===== src/rtl/mem_arbiter_pkg.sv =====
// Shared constants and types for the instruction/data memory arbiter:
// state encoding, word width and the saturating starvation counter helper.
package mem_arbiter_pkg;

    localparam int WORD_W = 32;
    localparam int CNT_W  = 4;

    typedef enum logic [1:0] {
        IDLE  = 2'd0,
        FETCH = 2'd1,
        DATA  = 2'd2
    } arb_state_e;

    function automatic logic [CNT_W-1:0] sat_inc(input logic [CNT_W-1:0] v,
                                                 input logic [CNT_W-1:0] lim);
        return (v >= lim) ? lim : v + CNT_W'(1);
    endfunction

endpackage


===== src/rtl/mem_arbiter_if.sv =====
// Bundle of fetch-port, data-port and shared-memory signals around the arbiter.
// master = arbiter side, slave = CPU pipeline plus memory.
interface mem_arbiter_if;
    import mem_arbiter_pkg::*;

    logic              if_req;
    logic [WORD_W-1:0] if_addr;
    logic              if_flush;
    logic              if_ready;
    logic [WORD_W-1:0] if_instr;

    logic              dm_req;
    logic              dm_we;
    logic [WORD_W-1:0] dm_addr;
    logic [WORD_W-1:0] dm_wdata;
    logic              dm_ready;
    logic [WORD_W-1:0] dm_rdata;

    logic              mem_req;
    logic              mem_we;
    logic [WORD_W-1:0] mem_addr;
    logic [WORD_W-1:0] mem_wdata;
    logic              mem_ready;
    logic [WORD_W-1:0] mem_rdata;

    modport master (
        input  if_req, if_addr, if_flush,
        output if_ready, if_instr,
        input  dm_req, dm_we, dm_addr, dm_wdata,
        output dm_ready, dm_rdata,
        output mem_req, mem_we, mem_addr, mem_wdata,
        input  mem_ready, mem_rdata
    );

    modport slave (
        output if_req, if_addr, if_flush,
        input  if_ready, if_instr,
        output dm_req, dm_we, dm_addr, dm_wdata,
        input  dm_ready, dm_rdata,
        input  mem_req, mem_we, mem_addr, mem_wdata,
        output mem_ready, mem_rdata
    );

endinterface


===== src/rtl/mem_arbiter.sv =====
// Arbitrates one shared memory port between instruction fetch and data access,
// one transaction in flight, data preferred until STARVE_MAX grants pass a waiting fetch.
module mem_arbiter
    import mem_arbiter_pkg::*;
#(
    parameter int STARVE_MAX = 3
) (
    input  logic          clock_me,
    input  logic          reset,
    mem_arbiter_if.master bus
);

    localparam logic [CNT_W-1:0] STARVE_LIM =
        CNT_W'((STARVE_MAX < 1) ? 1 : ((STARVE_MAX > 15) ? 15 : STARVE_MAX));

    arb_state_e        state_q, state_d;
    logic [CNT_W-1:0]  starve_cnt_q, starve_cnt_d;
    logic              discard_q, discard_d;
    logic              if_ready_q, if_ready_d;
    logic              dm_ready_q, dm_ready_d;
    logic [WORD_W-1:0] if_instr_q, if_instr_d;
    logic [WORD_W-1:0] dm_rdata_q, dm_rdata_d;
    logic              mem_req_q, mem_req_d;
    logic              mem_we_q, mem_we_d;
    logic [WORD_W-1:0] mem_addr_q, mem_addr_d;
    logic [WORD_W-1:0] mem_wdata_q, mem_wdata_d;
    logic              dm_wins, grant_dm, grant_if;

    always_ff @(posedge clock_me or posedge reset) begin
        if (reset) state_q <= IDLE;
        else       state_q <= state_d;
    end

    // The winner is picked from the raw requests; if the winner is the requester
    // whose ready pulse is out this cycle, nobody is granted until it re-requests.
    always_comb begin
        dm_wins  = bus.dm_req && (!bus.if_req || (starve_cnt_q < STARVE_LIM));
        grant_dm = 1'b0;
        grant_if = 1'b0;
        if (state_q == IDLE) begin
            if (dm_wins)         grant_dm = !dm_ready_q;
            else if (bus.if_req) grant_if = !if_ready_q;
        end
        state_d = state_q;
        case (state_q)
            IDLE: begin
                if (grant_dm)      state_d = DATA;
                else if (grant_if) state_d = FETCH;
            end
            FETCH, DATA: if (bus.mem_ready) state_d = IDLE;
            default: state_d = IDLE;
        endcase
    end

    always_comb begin
        starve_cnt_d = starve_cnt_q;
        discard_d    = discard_q;
        if_ready_d   = 1'b0;
        dm_ready_d   = 1'b0;
        if_instr_d   = if_instr_q;
        dm_rdata_d   = dm_rdata_q;
        mem_req_d    = (state_d != IDLE);
        mem_we_d     = mem_we_q;
        mem_addr_d   = mem_addr_q;
        mem_wdata_d  = mem_wdata_q;
        case (state_q)
            IDLE: begin
                if (grant_dm) begin
                    mem_we_d    = bus.dm_we;
                    mem_addr_d  = bus.dm_addr;
                    mem_wdata_d = bus.dm_wdata;
                    if (bus.if_req) starve_cnt_d = sat_inc(starve_cnt_q, STARVE_LIM);
                end else if (grant_if) begin
                    mem_we_d     = 1'b0;
                    mem_addr_d   = bus.if_addr;
                    mem_wdata_d  = '0;
                    starve_cnt_d = '0;
                end
            end
            FETCH: begin
                if (bus.mem_ready) begin
                    // A flush arriving together with completion still discards.
                    if (!(discard_q || bus.if_flush)) begin
                        if_ready_d = 1'b1;
                        if_instr_d = bus.mem_rdata;
                    end
                    discard_d   = 1'b0;
                    mem_we_d    = 1'b0;
                    mem_addr_d  = '0;
                    mem_wdata_d = '0;
                end else if (bus.if_flush) begin
                    discard_d = 1'b1;
                end
            end
            DATA: begin
                if (bus.mem_ready) begin
                    dm_ready_d = 1'b1;
                    if (!mem_we_q) dm_rdata_d = bus.mem_rdata;
                    mem_we_d    = 1'b0;
                    mem_addr_d  = '0;
                    mem_wdata_d = '0;
                end
            end
            default: begin
                discard_d = 1'b0;
            end
        endcase
    end

    always_ff @(posedge clock_me or posedge reset) begin
        if (reset) begin
            starve_cnt_q <= '0;
            discard_q    <= 1'b0;
            if_ready_q   <= 1'b0;
            dm_ready_q   <= 1'b0;
            if_instr_q   <= '0;
            dm_rdata_q   <= '0;
            mem_req_q    <= 1'b0;
            mem_we_q     <= 1'b0;
            mem_addr_q   <= '0;
            mem_wdata_q  <= '0;
        end else begin
            starve_cnt_q <= starve_cnt_d;
            discard_q    <= discard_d;
            if_ready_q   <= if_ready_d;
            dm_ready_q   <= dm_ready_d;
            if_instr_q   <= if_instr_d;
            dm_rdata_q   <= dm_rdata_d;
            mem_req_q    <= mem_req_d;
            mem_we_q     <= mem_we_d;
            mem_addr_q   <= mem_addr_d;
            mem_wdata_q  <= mem_wdata_d;
        end
    end

    assign bus.if_ready  = if_ready_q;
    assign bus.if_instr  = if_instr_q;
    assign bus.dm_ready  = dm_ready_q;
    assign bus.dm_rdata  = dm_rdata_q;
    assign bus.mem_req   = mem_req_q;
    assign bus.mem_we    = mem_we_q;
    assign bus.mem_addr  = mem_addr_q;
    assign bus.mem_wdata = mem_wdata_q;

endmodule


===== src/flat_wrapper.sv =====
// flat-port wrapper written by rule: the top's interface ports become plain ports
module mem_arbiter_flat import mem_arbiter_pkg::*;
#(
    parameter int STARVE_MAX = 3
)
  (clock_me, reset, bus_if_req, bus_if_addr, bus_if_flush, bus_if_ready, bus_if_instr, bus_dm_req, bus_dm_we, bus_dm_addr, bus_dm_wdata, bus_dm_ready, bus_dm_rdata, bus_mem_req, bus_mem_we, bus_mem_addr, bus_mem_wdata, bus_mem_ready, bus_mem_rdata);
  mem_arbiter_if bus_i ();
  input  logic clock_me;
  input  logic reset;
  input wire logic [$bits(bus_i.if_req)-1:0] bus_if_req;
  input wire logic [$bits(bus_i.if_addr)-1:0] bus_if_addr;
  input wire logic [$bits(bus_i.if_flush)-1:0] bus_if_flush;
  output wire logic [$bits(bus_i.if_ready)-1:0] bus_if_ready;
  output wire logic [$bits(bus_i.if_instr)-1:0] bus_if_instr;
  input wire logic [$bits(bus_i.dm_req)-1:0] bus_dm_req;
  input wire logic [$bits(bus_i.dm_we)-1:0] bus_dm_we;
  input wire logic [$bits(bus_i.dm_addr)-1:0] bus_dm_addr;
  input wire logic [$bits(bus_i.dm_wdata)-1:0] bus_dm_wdata;
  output wire logic [$bits(bus_i.dm_ready)-1:0] bus_dm_ready;
  output wire logic [$bits(bus_i.dm_rdata)-1:0] bus_dm_rdata;
  output wire logic [$bits(bus_i.mem_req)-1:0] bus_mem_req;
  output wire logic [$bits(bus_i.mem_we)-1:0] bus_mem_we;
  output wire logic [$bits(bus_i.mem_addr)-1:0] bus_mem_addr;
  output wire logic [$bits(bus_i.mem_wdata)-1:0] bus_mem_wdata;
  input wire logic [$bits(bus_i.mem_ready)-1:0] bus_mem_ready;
  input wire logic [$bits(bus_i.mem_rdata)-1:0] bus_mem_rdata;
  assign bus_i.if_req = bus_if_req;
  assign bus_i.if_addr = bus_if_addr;
  assign bus_i.if_flush = bus_if_flush;
  assign bus_if_ready = bus_i.if_ready;
  assign bus_if_instr = bus_i.if_instr;
  assign bus_i.dm_req = bus_dm_req;
  assign bus_i.dm_we = bus_dm_we;
  assign bus_i.dm_addr = bus_dm_addr;
  assign bus_i.dm_wdata = bus_dm_wdata;
  assign bus_dm_ready = bus_i.dm_ready;
  assign bus_dm_rdata = bus_i.dm_rdata;
  assign bus_mem_req = bus_i.mem_req;
  assign bus_mem_we = bus_i.mem_we;
  assign bus_mem_addr = bus_i.mem_addr;
  assign bus_mem_wdata = bus_i.mem_wdata;
  assign bus_i.mem_ready = bus_mem_ready;
  assign bus_i.mem_rdata = bus_mem_rdata;
  mem_arbiter #(.STARVE_MAX(STARVE_MAX)) u_core (.clock_me(clock_me), .reset(reset), .bus(bus_i));
endmodule

===== config.mk =====
export PLATFORM = sky130hd
export DESIGN_NAME = mem_arbiter_flat
export DESIGN_NICKNAME = d
export VERILOG_FILES = /design/src/rtl/mem_arbiter_pkg.sv /design/src/rtl/mem_arbiter_if.sv /design/src/rtl/mem_arbiter.sv /design/src/flat_wrapper.sv
export SDC_FILE = /design/constraint.sdc
export NUM_CORES = 1
export LEC_CHECK = 0
export BUFFER_PORTS_ARGS = -buffer_cell sky130_fd_sc_hd__buf_2
export CORE_MARGIN = 2
export CORE_UTILIZATION = 43
export CTS_CLUSTER_SIZE = 12
export DETAILED_ROUTE_END_ITERATION = 7
export MAX_ROUTING_LAYER = met4
export PLACE_DENSITY = 0.77
export SYNTH_ARGS = -nofsm -noshare
export SYNTH_HDL_FRONTEND = slang
export SYNTH_SLANG_ARGS = --single-unit

===== constraint.sdc =====
create_clock -name clock_me -period 4.3 [get_ports clock_me]
set_clock_uncertainty 0.15 [all_clocks]
set_input_delay 0.645 -clock clock_me [delete_from_list [all_inputs] [get_ports clock_me]]
set_output_delay 0.645 -clock clock_me [all_outputs]
set_load 0.01 [all_outputs]

== Word-level counts from Yosys, hierarchy flattened ==
Cells that the tools add are included.

* Register bits after elaboration: 139
* Bits in latches: 0
* RAM bits: 0
* Memory bits (read-only): 0
* Input port bits: 135
* Output and inout port bits: 132
* Word-level logic and storage cells: 72
* Memories: 0

* $add $sub $neg: 1
* $mul: 0
* Divide/modulo/power cells: 0
* Order comparisons: 2
* Eq/ne operators: 6
* Shift-type cells: 0
* Mux-type cells: 32
* Bitwise operators: 3
* Reduce and logical (&&, ||, !) cells: 17

{| class="wikitable"
|+ Operator list
! cell !! count
|-
| 32-bit 2-to-1 mux || 5
|-
| 32-bit one-hot mux with 2 select lines || 2
|-
| 4-bit 2-to-1 mux || 4
|-
| 1-bit 2-to-1 mux || 15
|-
| 3-bit AND reduction || 4
|-
| 2-bit 2-to-1 mux || 3
|-
| 2-bit nonzero test || 3
|-
| 4-bit by 1-bit adder with 4-bit output, second input constant || 1
|-
| 4-bit by 2-bit greater-or-equal comparator with 1-bit output, second input constant || 1
|-
| 4-bit by 2-bit less-than comparator with 1-bit output, second input constant || 1
|-
| 1-bit one-hot mux with 2 select lines || 2
|-
| 2-bit one-hot mux with 2 select lines || 1
|-
| 2-bit OR reduction || 2
|-
| 1-bit logical NOT || 3
|-
| 3-bit by 1-bit != test with 1-bit output, second input constant || 1
|-
| 3-bit != test, second input constant || 1
|-
| 1-bit inverter || 3
|-
| 2-bit by 1-bit equality test with 1-bit output, second input constant || 1
|-
| 2-bit equality test, second input constant || 1
|-
| 2-bit logical NOT || 1
|-
| 1-bit logical OR || 2
|-
| 2-bit by 1-bit != test with 1-bit output, second input constant || 1
|-
| 2-bit != test, second input constant || 1
|-
| 2-bit AND reduction || 1
|-
| 1-bit logical AND || 1
|}

== Depth between registers and ports, before layout ==
* Depth after elaboration: 9
* Depth in mapped cells: 9
* Gate-level depth less buffers: 6

== Least setup slack after synthesis ==
OpenSTA, ideal clock, no wires.

* Path type: in2reg
* From: input bus_if_flush
* To: register u_core.if_instr_q[10] (netlist: u_core.bus.if_instr[10])
* Setup time: 125 ps
* Data arrival time: 1675 ps
* Required time: 4025 ps
* Slack: 2350 ps
* Stages on the path: 4
* Path buffers: 2
* Path through: nor4bb_1 > clkbuf_1 > buf_2 > mux2_2

* Longest elaborated chain between the ends: 3

{| class="wikitable"
|+ RTL lines
! what !! RTL line !! source
|-
| from (decl) || flat_wrapper.sv:12 || <nowiki>input wire logic [$bits(bus_i.if_flush)-1:0] bus_if_flush;</nowiki>
|-
| 1-bit logical OR || mem_arbiter.sv:83 || <nowiki>if (!(discard_q || bus.if_flush)) begin</nowiki>
|-
| 1-bit inverter (no source line) || n/a ||
|-
| 3-bit AND reduction (no source line) || n/a ||
|-
| to (signal assigned) || mem_arbiter.sv:127 || <nowiki>if_instr_q <= if_instr_d;</nowiki>
|-
| to (decl) || mem_arbiter.sv:21 || <nowiki>logic [WORD_W-1:0] if_instr_q, if_instr_d;</nowiki>
|}

No other way between the ends.
A chain may end at the register's enable or synchronous reset.

== Worst setup path in the final report ==
* From: register u_core.state_q[1]
* To: register u_core.mem_wdata_q[21] (netlist: u_core.bus.mem_wdata[21])

* Longest elaborated chain between the ends: 4
* Elaborated cells on any way between the ends: 12
* Those cells by class: eq/ne: 4; mux: 4; reduce/logical: 4

{| class="wikitable"
|+ RTL lines
! what !! RTL line !! source
|-
| from (decl) || mem_arbiter.sv:16 || <nowiki>arb_state_e state_q, state_d;</nowiki>
|-
| from (signal assigned) || mem_arbiter.sv:31 || <nowiki>else state_q <= state_d;</nowiki>
|-
| 2-bit by 1-bit equality test with 1-bit output (tied with other cells) || mem_arbiter.sv:66 || <nowiki>case (state_q)</nowiki>
|-
| 2-bit OR reduction (no source line) / 1-bit 2-to-1 mux (equally long branches) || n/a ||
|-
| 2-bit by 1-bit != test with 1-bit output (no source line) (tied with other cells) || n/a ||
|-
| 3-bit AND reduction (no source line) / 32-bit one-hot mux with 2 select lines (equally long branches) || n/a ||
|-
| to (signal assigned) || mem_arbiter.sv:132 || <nowiki>mem_wdata_q <= mem_wdata_d;</nowiki>
|-
| to (decl) || mem_arbiter.sv:26 || <nowiki>logic [WORD_W-1:0] mem_wdata_q, mem_wdata_d;</nowiki>
|}

Several ways; a longest one is shown, not always the timed one.

==> qor.csv <==
stage,metric,value,unit
routing,wirelength,14.79,mm
critical_path,critical_path_class,flop to flop,
power,pwr-share-seq,0.358,
synthesis,ys.flop_type,dfrtp_1,
clock_tree,hold_buffers,1,
critical_path,regToRegStartpoint,u_core.state_q[1],
layout,fillers,1085,
timing,fmax,366.4,MHz
synthesis,synth.most_common_cell,dfrtp_1,
power,ir_drop,385.9,uV
power,p_per_area,760.6,mW/mm2
clock_tree,cts_buffers,17,
global_route,antenna_found_initial,1,
placed_design,place_hpwl,10.79,mm
clock_tree,clock_path_buffers,2,
clock_tree,h-tree-depth,4,
power,p_sw_frac,0.3694,
routing,vias_per_cell,4.951,
synthesis,synth_top_area_frac,0.5905,
floorplanning,dieArea,0.01465,mm2
timing,slew_headroom,0.1979,
power,finalPower,6.055,mW
floorplanning,die_w,121.0,um
routing,wl_per_cell,16.45,um
floorplanning,rows,42,
synthesis,syn_area,0.005891,mm2
synthesis,synth_mux_area_frac,0.2381,
floorplanning,start_util,0.4431,
critical_path,crit_start,u_core.state_q[1],
clock_tree,cts_resized,0,
power,p_int,3.818,mW
clock_tree,cts_root_buf,clkbuf_16,
synthesis,synth_fp_nets,582,
routing,drc,0,
timing,tightestPinTransition,1203,ps
synthesis,synth_cells,442,
timing,fin_crit_sh,0.6347,
timing,rsz0062_at_grt,false,
timing,finalMaxSlewViolations,0,
critical_path,crit_path_end_kind,flop,
global_route,grt_pass1_wl,23.23,mm
synthesis,synth_edf_count,0,
clock_tree,clock-sinks,139,
placed_design,pre_cts_ws,1494,ps
global_route,grt-ovfl-total,0,
routing,drt_iter0_markers,271,
routing,route.vias.total,4451,
timing,period_minus_slack,2729,ps
synthesis,synth_warnings,0,
worst_hold_path,min-delay-path-class,input pin to flop,
layout,design_area,0.007960,mm2
flow_run,drv_cap,0,
timing,setup_viol,0,
power,cellLeakagePower,4.260,nW
status,status,finished clean,
critical_path,crit_arrival,2900,ps
synthesis,synth.avg_cell_area,13.33,um2
timing,hold_viol,0,
floorplanning,die_h,121.0,um
worst_hold_path,min-delay-start,bus_dm_wdata[14],
clock_tree,clk_pin_slew,60,ps
clock_tree,postCtsSetupBuffers,0,
synthesis,synth_compound_area_frac,0.06372,
synthesis,synth_commonest_cells,"dfrtp_1 (139), mux2i_1 (67), mux2_2 (65)",
layout,fin_util,0.5987,
synthesis,yosysSeqAreaShare,0.5905,
layout,area_delta_synth_final,35.13,%
layout,fin_nets,849,
synthesis,synth_xor_area_frac,0,
critical_path,required,4470,ps
global_route,grt_pass1_vias,4759,
synthesis,async_flop_share,1.000,
placed_design,gp_congestion,0.8319,
clock_tree,cts_tree,done,
critical_path,crit_fanout,33,
synthesis,synth_cell_types,31,
synthesis,synth_area_leaders,"dfrtp_1 (59%), mux2_2 (12%), mux2i_1 (11%)",
routing,ant_nets,0,
placed_design,portBuffers,266,
timing,layout_setup_ws,1571,ps
power,pwr-share-comb,0.427,
global_route,grt.total_usage,0.2106,
layout,drive_gt1_frac,0.5194,
synthesis,synth_top_cell_by_area,dfrtp_1,
floorplanning,design.core.area,0.01330,mm2
synthesis,synth_top_family_by_area,multiplexers,
power,clockPowerShare,0.215,
routing,firstDrtPassIters,7,
power,p_switching,2.236,mW
global_route,grt_max_degree,86,
timing,fin_setup_tns,0,ps
synthesis,yosys_register_bits,139,
synthesis,synthAdderAreaFrac,0.01062,
floorplanning,pin_count,267,
synthesis,synthSimpleGateAreaFrac,0.04694,
critical_path,start_kind,flop,
clock_tree,clk_latency,410,ps
placed_design,postPlaceCellArea,0.007382,mm2
==> cell families after synthesis <==
group                      Yosys count
buffers and inverters               63
DFF                                139
AOI/OAI and AO/OA                   46
muxes                              132
adders and majority gates            5
and+or+nand+nor                     57
==> flip-flops by register name, summed over array words and instances, names as in the netlist <==
signal                flops
u_core.bus.if_ready       1
u_core.starve_cnt_q       4
u_core.discard_q          1
u_core.bus.mem_addr      32
u_core.bus.dm_ready       1
u_core.bus.mem_we         1
u_core.bus.if_instr      32
u_core.bus.dm_rdata      32
u_core.state_q            2
u_core.bus.mem_wdata     32
u_core.bus.mem_req        1
==> path summary, 6_finish.rpt <==
| kind | end | slack [ps] | depth (start not counted) |
|---|---|---|---|
| setup / recovery | u_core.bus.mem_wdata[21] | 1570 | 6 |
| hold / removal | u_core.bus.mem_wdata[14] | 320 | 3 |
| setup reg to reg | u_core.bus.mem_wdata[21] | 1570 | 6 |
| hold reg to reg | u_core.bus.mem_addr[16] | 330 | 1 |
| max in group asynchronous | u_core.bus.mem_addr[17] | 2620 | 4 |
| min in group asynchronous | u_core.bus.mem_wdata[3] | 560 | 3 |
==> layout by cell type, fill, tap and decap left out, types with 5 or more instances in the layout <==
cell	count
mux2_2	65
clkbuf_16	17
a21oi_1	5
dfrtp_1	139
o2bb2ai_1	32
mux2i_1	67
nor2_1	6
nand2_1	35
clkinvlp_4	7
buf_2	266
inv_1	37
ha_1	5
==> power by group through the flow <==
stage	sequential (mW)	clock [mW]	combinational, mW
2_1_floorplan	2.41	0	1.41
3_3_place_gp	2.14	0	2.45
3_5_place_dp	2.17	0	2.54
4_1_cts	2.17	1.34	2.56
5_1_grt	2.23	1.39	2.82
6_report	2.17	1.30	2.58
==> per-layer routing <==
| layer | global-route usage | routed length, um | up-vias |
|---|---|---|---|
| li1 | - | - | 2065 |
| met1 | 0.2386 | 5832 | 2173 |
| met2 | 0.3501 | 7435 | 191 |
| met3 | 0.06250 | 1208 | 22 |
| met4 | 0.08576 | 311 | 0 |
| met5 | - | 0 | - |
==> through the flow <==
stage	std cells	hold slack, ps
final	899	318.0
after global routing	899	308.6
after CTS	897	295.2
after detailed placement	864	318.8
after global placement	864	319.1
after floorplan	442	333.5
==> worst max-delay path, stage by stage (launching register included) <==
cell     delay (ps)
dfrtp_1         420
inv_1           120
ha_1            350
and3b_1         270
and3b_1         980
nand2_1         150
mux2i_1         190
==> cell type report <==
type | instances | area [um2] | share of cell area
repair buffers | 273 | 1431 | 0.1798
inverters | 38 | 146.4 | 0.01839
multi-input cells | 240 | 2143 | 0.2693
well taps | 176 | 220.2 | 0.02766
clock buffers | 19 | 442.9 | 0.05564
diodes | 1 | 2.502 | 0.0003144
clock inverters | 13 | 95.09 | 0.01195
flip-flops and latches | 139 | 3478 | 0.4370
No activity file was read; power rests on OpenSTA's default activity.
